### src/rtl/kp_conv3x3.sv
// kp_conv3x3: runtime-programmable 3x3 convolution with double-buffered
// signed coefficients, round-half-up normalisation, optional absolute value
// and unsigned saturation. Fixed 4-cycle latency, no backpressure.
module kp_conv3x3 #(
  parameter int DATA_WIDTH  = 8,
  parameter int COEF_WIDTH  = 8,
  parameter int SHIFT_WIDTH = 4
) (
  input  logic                    i_clk,
  input  logic                    i_rstn,
  input  logic [3*DATA_WIDTH-1:0] i_r0_data,
  input  logic [3*DATA_WIDTH-1:0] i_r1_data,
  input  logic [3*DATA_WIDTH-1:0] i_r2_data,
  input  logic                    i_valid,
  input  logic                    i_cfg_wr,
  input  logic [3:0]              i_cfg_addr,
  input  logic [COEF_WIDTH-1:0]   i_cfg_data,
  input  logic                    i_cfg_commit,
  output logic                    o_cfg_pending,
  output logic [DATA_WIDTH-1:0]   o_data,
  output logic                    o_valid
);

  localparam int PW = DATA_WIDTH + COEF_WIDTH + 1;  // product width
  localparam int SUMW = DATA_WIDTH + COEF_WIDTH + 5;  // 9-term sum width
  localparam int EW = SUMW + 1;  // headroom for the rounding add
  localparam logic signed [EW-1:0] PIX_MAX = EW'((1 << DATA_WIDTH) - 1);

  // Default kernel (Gaussian 1-2-1) used at reset for both banks.
  function automatic logic [COEF_WIDTH-1:0] gauss_coef(input int k);
    logic [COEF_WIDTH-1:0] c;
    case (k)
      4:          c = COEF_WIDTH'(4);
      1, 3, 5, 7: c = COEF_WIDTH'(2);
      default:    c = COEF_WIDTH'(1);
    endcase
    return c;
  endfunction

  // Configuration banks
  logic [COEF_WIDTH-1:0]  coef_sh_r  [9];
  logic [COEF_WIDTH-1:0]  coef_act_r [9];
  logic [SHIFT_WIDTH-1:0] shift_sh_r, shift_act_r;
  logic                   abs_sh_r, abs_act_r;
  logic                   pending_r;
  logic                   cfg_hit_s;

  // Pipeline state
  logic [DATA_WIDTH-1:0]  pix_s   [9];
  logic signed [PW-1:0]   prod_s  [9];
  logic signed [PW-1:0]   prod1_r [9];
  logic signed [PW-1:0]   prod2_r [9];
  logic signed [SUMW-1:0] sum_s, sum3_r;
  logic [SHIFT_WIDTH-1:0] shift1_r, shift2_r, shift3_r;
  logic                   abs1_r, abs2_r, abs3_r;
  logic                   v1_r, v2_r, v3_r, v4_r;
  logic signed [EW-1:0]   ext_s, rnd_s, rsum_s, shr_s, mag_s;
  logic [DATA_WIDTH-1:0]  pix_next_s, data_r;

  // Only addresses 0..9 are real registers; 10..15 are silently ignored.
  assign cfg_hit_s = i_cfg_wr && (i_cfg_addr <= 4'd9);

  // Shadow/active config banks; commit copies the pre-write shadow because
  // both updates are non-blocking at the same edge.
  always_ff @(posedge i_clk) begin
    if (!i_rstn) begin
      for (int k = 0; k < 9; k++) begin
        coef_sh_r[k]  <= gauss_coef(k);
        coef_act_r[k] <= gauss_coef(k);
      end
      shift_sh_r  <= SHIFT_WIDTH'(4);
      shift_act_r <= SHIFT_WIDTH'(4);
      abs_sh_r    <= 1'b0;
      abs_act_r   <= 1'b0;
      pending_r   <= 1'b0;
    end else begin
      if (i_cfg_commit) begin
        for (int k = 0; k < 9; k++) coef_act_r[k] <= coef_sh_r[k];
        shift_act_r <= shift_sh_r;
        abs_act_r   <= abs_sh_r;
      end
      if (i_cfg_wr) begin
        for (int k = 0; k < 9; k++) begin
          if (i_cfg_addr == 4'(k)) coef_sh_r[k] <= i_cfg_data;
        end
        if (i_cfg_addr == 4'd9) begin
          shift_sh_r <= i_cfg_data[SHIFT_WIDTH-1:0];
          abs_sh_r   <= i_cfg_data[SHIFT_WIDTH];
        end
      end
      if (cfg_hit_s) begin
        pending_r <= 1'b1;
      end else if (i_cfg_commit) begin
        pending_r <= 1'b0;
      end else begin
        pending_r <= pending_r;
      end
    end
  end

  // Unpack the window and form signed products against the active kernel.
  always_comb begin
    for (int j = 0; j < 3; j++) begin
      pix_s[j]     = i_r0_data[j*DATA_WIDTH +: DATA_WIDTH];
      pix_s[3 + j] = i_r1_data[j*DATA_WIDTH +: DATA_WIDTH];
      pix_s[6 + j] = i_r2_data[j*DATA_WIDTH +: DATA_WIDTH];
    end
    for (int k = 0; k < 9; k++) begin
      prod_s[k] = PW'($signed(coef_act_r[k])) * PW'($signed({1'b0, pix_s[k]}));
    end
  end

  // Nine-term signed sum; the width leaves room for every extreme case.
  always_comb begin
    sum_s = {SUMW{1'b0}};
    for (int k = 0; k < 9; k++) begin
      sum_s = sum_s + SUMW'(prod2_r[k]);
    end
  end

  // Round half up, arithmetic shift, optional magnitude, then clamp to pixel range.
  always_comb begin
    ext_s = EW'(sum3_r);
    if (shift3_r != {SHIFT_WIDTH{1'b0}}) begin
      rnd_s = EW'(1) <<< (shift3_r - SHIFT_WIDTH'(1));
    end else begin
      rnd_s = {EW{1'b0}};
    end
    rsum_s = ext_s + rnd_s;
    shr_s  = rsum_s >>> shift3_r;
    if (abs3_r && shr_s[EW-1]) begin
      mag_s = -shr_s;
    end else begin
      mag_s = shr_s;
    end
    if (mag_s[EW-1]) begin
      pix_next_s = {DATA_WIDTH{1'b0}};
    end else if (mag_s > PIX_MAX) begin
      pix_next_s = {DATA_WIDTH{1'b1}};
    end else begin
      pix_next_s = mag_s[DATA_WIDTH-1:0];
    end
  end

  // Valid shift register; reset drops every in-flight sample.
  always_ff @(posedge i_clk) begin
    if (!i_rstn) begin
      v1_r <= 1'b0;
      v2_r <= 1'b0;
      v3_r <= 1'b0;
      v4_r <= 1'b0;
    end else begin
      v1_r <= i_valid;
      v2_r <= v1_r;
      v3_r <= v2_r;
      v4_r <= v3_r;
    end
  end

  // Datapath stages; shift/abs travel with each sample so configs never mix.
  always_ff @(posedge i_clk) begin
    if (!i_rstn) begin
      for (int k = 0; k < 9; k++) begin
        prod1_r[k] <= {PW{1'b0}};
        prod2_r[k] <= {PW{1'b0}};
      end
      shift1_r <= {SHIFT_WIDTH{1'b0}};
      shift2_r <= {SHIFT_WIDTH{1'b0}};
      shift3_r <= {SHIFT_WIDTH{1'b0}};
      abs1_r   <= 1'b0;
      abs2_r   <= 1'b0;
      abs3_r   <= 1'b0;
      sum3_r   <= {SUMW{1'b0}};
      data_r   <= {DATA_WIDTH{1'b0}};
    end else begin
      for (int k = 0; k < 9; k++) begin
        prod1_r[k] <= prod_s[k];
        prod2_r[k] <= prod1_r[k];
      end
      shift1_r <= shift_act_r;
      shift2_r <= shift1_r;
      shift3_r <= shift2_r;
      abs1_r   <= abs_act_r;
      abs2_r   <= abs1_r;
      abs3_r   <= abs2_r;
      sum3_r   <= sum_s;
      data_r   <= pix_next_s;
    end
  end

  assign o_data        = data_r;
  assign o_valid       = v4_r;
  assign o_cfg_pending = pending_r;

endmodule

### config.mk
export PLATFORM = sky130hd
export DESIGN_NAME = kp_conv3x3
export DESIGN_NICKNAME = d
export VERILOG_FILES = /design/src/rtl/kp_conv3x3.sv
export SDC_FILE = /design/constraint.sdc
export NUM_CORES = 2
export LEC_CHECK = 0
export CORE_MARGIN = 4
export CORE_UTILIZATION = 65
export CTS_CLUSTER_SIZE = 8
export DETAILED_ROUTE_END_ITERATION = 12
export GPL_TIMING_DRIVEN = 0
export PLACE_DENSITY = 0.83
export SETUP_SLACK_MARGIN = 0.5
export SLEW_MARGIN = 20
export SYNTH_ARGS = -nofsm -noshare
export SYNTH_HDL_FRONTEND = slang
export SYNTH_SLANG_ARGS = --single-unit
### constraint.sdc
create_clock -name i_clk -period 9.9 [get_ports i_clk]
set_input_delay 1.485 -clock i_clk [delete_from_list [all_inputs] [get_ports i_clk]]
set_output_delay 1.485 -clock i_clk [all_outputs]
set_load 0.05 [all_outputs]
==> metrics <==
router iterations before antenna repair 5; WS Path Type flip-flop to flip-flop; Ant. Diodes 0; GP Congestion 0.917; status finished clean; Final Skew between 0.04 and 0.05 ns; Die X-Extent between 200 and 300 µm; syn_nets 4,989; CTS tree done; Worst Hold Endpoint shift3_r[2]$_SDFF_PN0_; top achievable clock speed 131 MHz; CP required about 10 ns; TritonCTS Sinks 509; synthesized cell area roughly 40,000 µm²; # rows 91; Post-Route Utilization 72.5%; final hold vios 0; Post-CTS Resized 0; IO buf count 96; multi-input logic area about 26,000 µm²; largest net degree at the start of global routing 45; most frequent cells in the layout inv_1 (682), and2_1 (599), fa_1 (456); P&R area growth vs syn 10.5%; Yosys cell types 84; power density over the cells around 210 nW/µm²; Post-CTS Setup Bufs 0; Skew-Pair Late Insertion Delay 0.62 ns; FFs w/ async S/R, synth 0%; root buf cell clkbuf_16; worst-path fanout max 10; worst r2r dst o_data[1]$_SDFF_PP0_; Peak VDD IR 0.235 mV; io pins between 90 and 100; MaxCap Viol Count 0; Cells after Synth 4,019; R2R depth 20; Worst Hold Launch shift2_r[2]$_SDFF_PN0_; Yosys warning total 0; Post-synth EDFFs approximately 140; H-tree Lvls 3; first-pass GRT wire length between 150,000 and 200,000 µm; sequential cell area 11,600 µm²; flop-to-flop setup slack approximately 2.3 ns; Detailed Route WL 101,000 µm; unrepaired setup endpoints after global routing false; FILL cells 4,252; final setup violation count 0; CP arrival approximately 8.0 ns; Post-synth top flop dfxtp_1; post-DR vias/cell roughly 5.7; CP peak stage delay 0.71 ns; Startpoint Class flip-flop; DR iter-0 viols between 2,000 and 2,500; max_slew headroom between 20% and 30%; #FFs+latches synth a little over 500; Setup TNS 0 ns; total gr overflow 0; Seq/Total Area, Yosys between 20% and 30%; area of the core between 60,000 and 70,000 µm²; commonest non-fill, non-tap cell in the layout inv_1; die span in y roughly 260 µm; post-route clock period utilization a little under 80%; DRC 0; initial core utilization between 60% and 70%; All-Layer GR Usage ~31%; CP Cell Sequence clkbuf_1 -> clkbuf_1 -> nand2b_1 -> clkbuf_1 -> nor2_1 -> ha_1 -> fa_1 -> a21o_1 -> a221o_1 -> a41oi_4 -> mux2_2 -> or4_1 -> o21ai_0 -> o221ai_1 -> nor4b_2 -> nand3_1 -> o221ai_1 -> nand4_1 -> nor4_2 -> a31oi_1; hold-critical path depth 1; Final Slew Violations 0; Least-Margin Pin Slew 1.11 ns; Antenna Nets Post-Route 0; Lkg Pwr 21.3 nW; Nets between 5,000 and 6,000; Critical Path Most Common Cell clkbuf_1; Reg clk slew, reported paths 0.05 ns; CTS Buf Count 74; slowest CP cell nor4_2; CP Capture Type flip-flop; Worst R2R Start shift3_r[1]$_SDFF_PN0_; routed length per placed instance 19.8 µm; Vias ~29,000; Mean Syn Cell Area ~10 µm²; number of global-route vias before repair 30,103; CTS Hold Bufs 0; Hold WC Path Type flip-flop to flip-flop; maximum clock path buffer count 3; initial antenna violation count 4; die area roughly 66,000 µm²; min Tclk post-route around 7.6 ns; HPWL after DPL ~77,000 µm; share of cells above drive strength 1 approximately 3.4%
-- Yosys cell counts, drive strengths merged, types with 81 or more instances --
cell	n	area share [%]
nand2	246	2.3
clkbuf	81	0.75
o21ai	109	1.3
and3	82	1.3
dfxtp	365	18
edfxtp	144	11
nor2	89	0.83
a21oi	121	1.5
fa	456	23
inv	682	6.3
and2	600	9.3
ha	425	13
-- where the power goes --
group / total, mW / internal (mW) / switching [mW] / leakage, nW
clock: 2.35 / 1.41 / 0.936 / 1.04
combinational: 4.40 / 1.92 / 2.49 / 15.8
sequential: 2.69 / 2.50 / 0.197 / 4.47
total: 9.45 / 5.83 / 3.62 / 21.3
-- per-layer routing --
metal	vias up	global-route usage, %	routed length [µm]
met2	1060	52.1	48400
met5	-	0	13
met4	2	12.3	4700
met3	254	4.22	6610
li1	13228	-	-
met1	14180	40.8	40800
-- how the worst max path moves through the flow --
stage,cells past startpoint,startpoint,to,slack [ns]
detailed placement,20,shift3_r[1]$_SDFF_PN0_,o_data[1]$_SDFF_PP0_,2.43
global route,20,shift3_r[1]$_SDFF_PN0_,o_data[1]$_SDFF_PP0_,1.89
CTS,21,shift3_r[1]$_SDFF_PN0_,o_data[1]$_SDFF_PP0_,2.42
floorplan,21,shift3_r[1]$_SDFF_PN0_,o_data[0]$_SDFF_PP0_,3.89
finish,20,shift3_r[1]$_SDFF_PN0_,o_data[1]$_SDFF_PP0_,2.28
global placement,20,shift3_r[1]$_SDFF_PN0_,o_data[0]$_SDFF_PP0_,2.48
-- per-stage QoR --
step,setup WS (ns),total power [mW],cells,hold slack (ns),instance area (µm²)
after global routing,1.89,10.1,5071,0.436,44700
after floorplan,3.89,5.80,4019,0.412,40500
after detailed placement,2.43,6.96,4957,0.417,42500
after CTS,2.42,9.42,5070,0.424,44700
final,2.28,9.45,5071,0.415,44700
after global placement,2.48,6.78,4952,0.413,42500
-- flip-flops by register name (all words and copies together), names as in the netlist, 4 cells and up --
name         cells
shift3_r         4
o_data           8
shift_act_r      4
coef_sh_r       72
shift2_r         4
prod2_r        153
shift1_r         4
coef_act_r      72
prod1_r        153
sum3_r          21
shift_sh_r       4
-- critical path: cells and delay by family, from the launching register on --
family                     cells  cell delay [ns]
AOI/OAI and AO/OA              7             2.27
adders and majority gates      2             0.74
buffers and inverters          3             1.23
DFF                            1             0.31
muxes                          1             0.39
and+or+nand+nor                7             2.48
-- area by class of cell --
type | instances | area share [%]
tap | 837 | 2.34
multi-input combinational | 2736 | 58.0
inverter | 682 | 5.72
buffer | 92 | 0.797
clock buffer | 106 | 4.50
sequential | 509 | 26.0
timing repair buffer | 102 | 2.29
clock inverter | 7 | 0.341
-- logic make-up after synthesis --
logic type	synth area share (%)
AO/OA/AOI/OAI	6.47
XOR/XNOR	2.27
adder cells (fa/ha/maj)	35.7
buffers and inverters	7.21
flip-flops	28.7
multiplexers	1.24
other	0.00927
AND/OR/NAND/NOR	18.4
(Power assumes the default switching activity.)
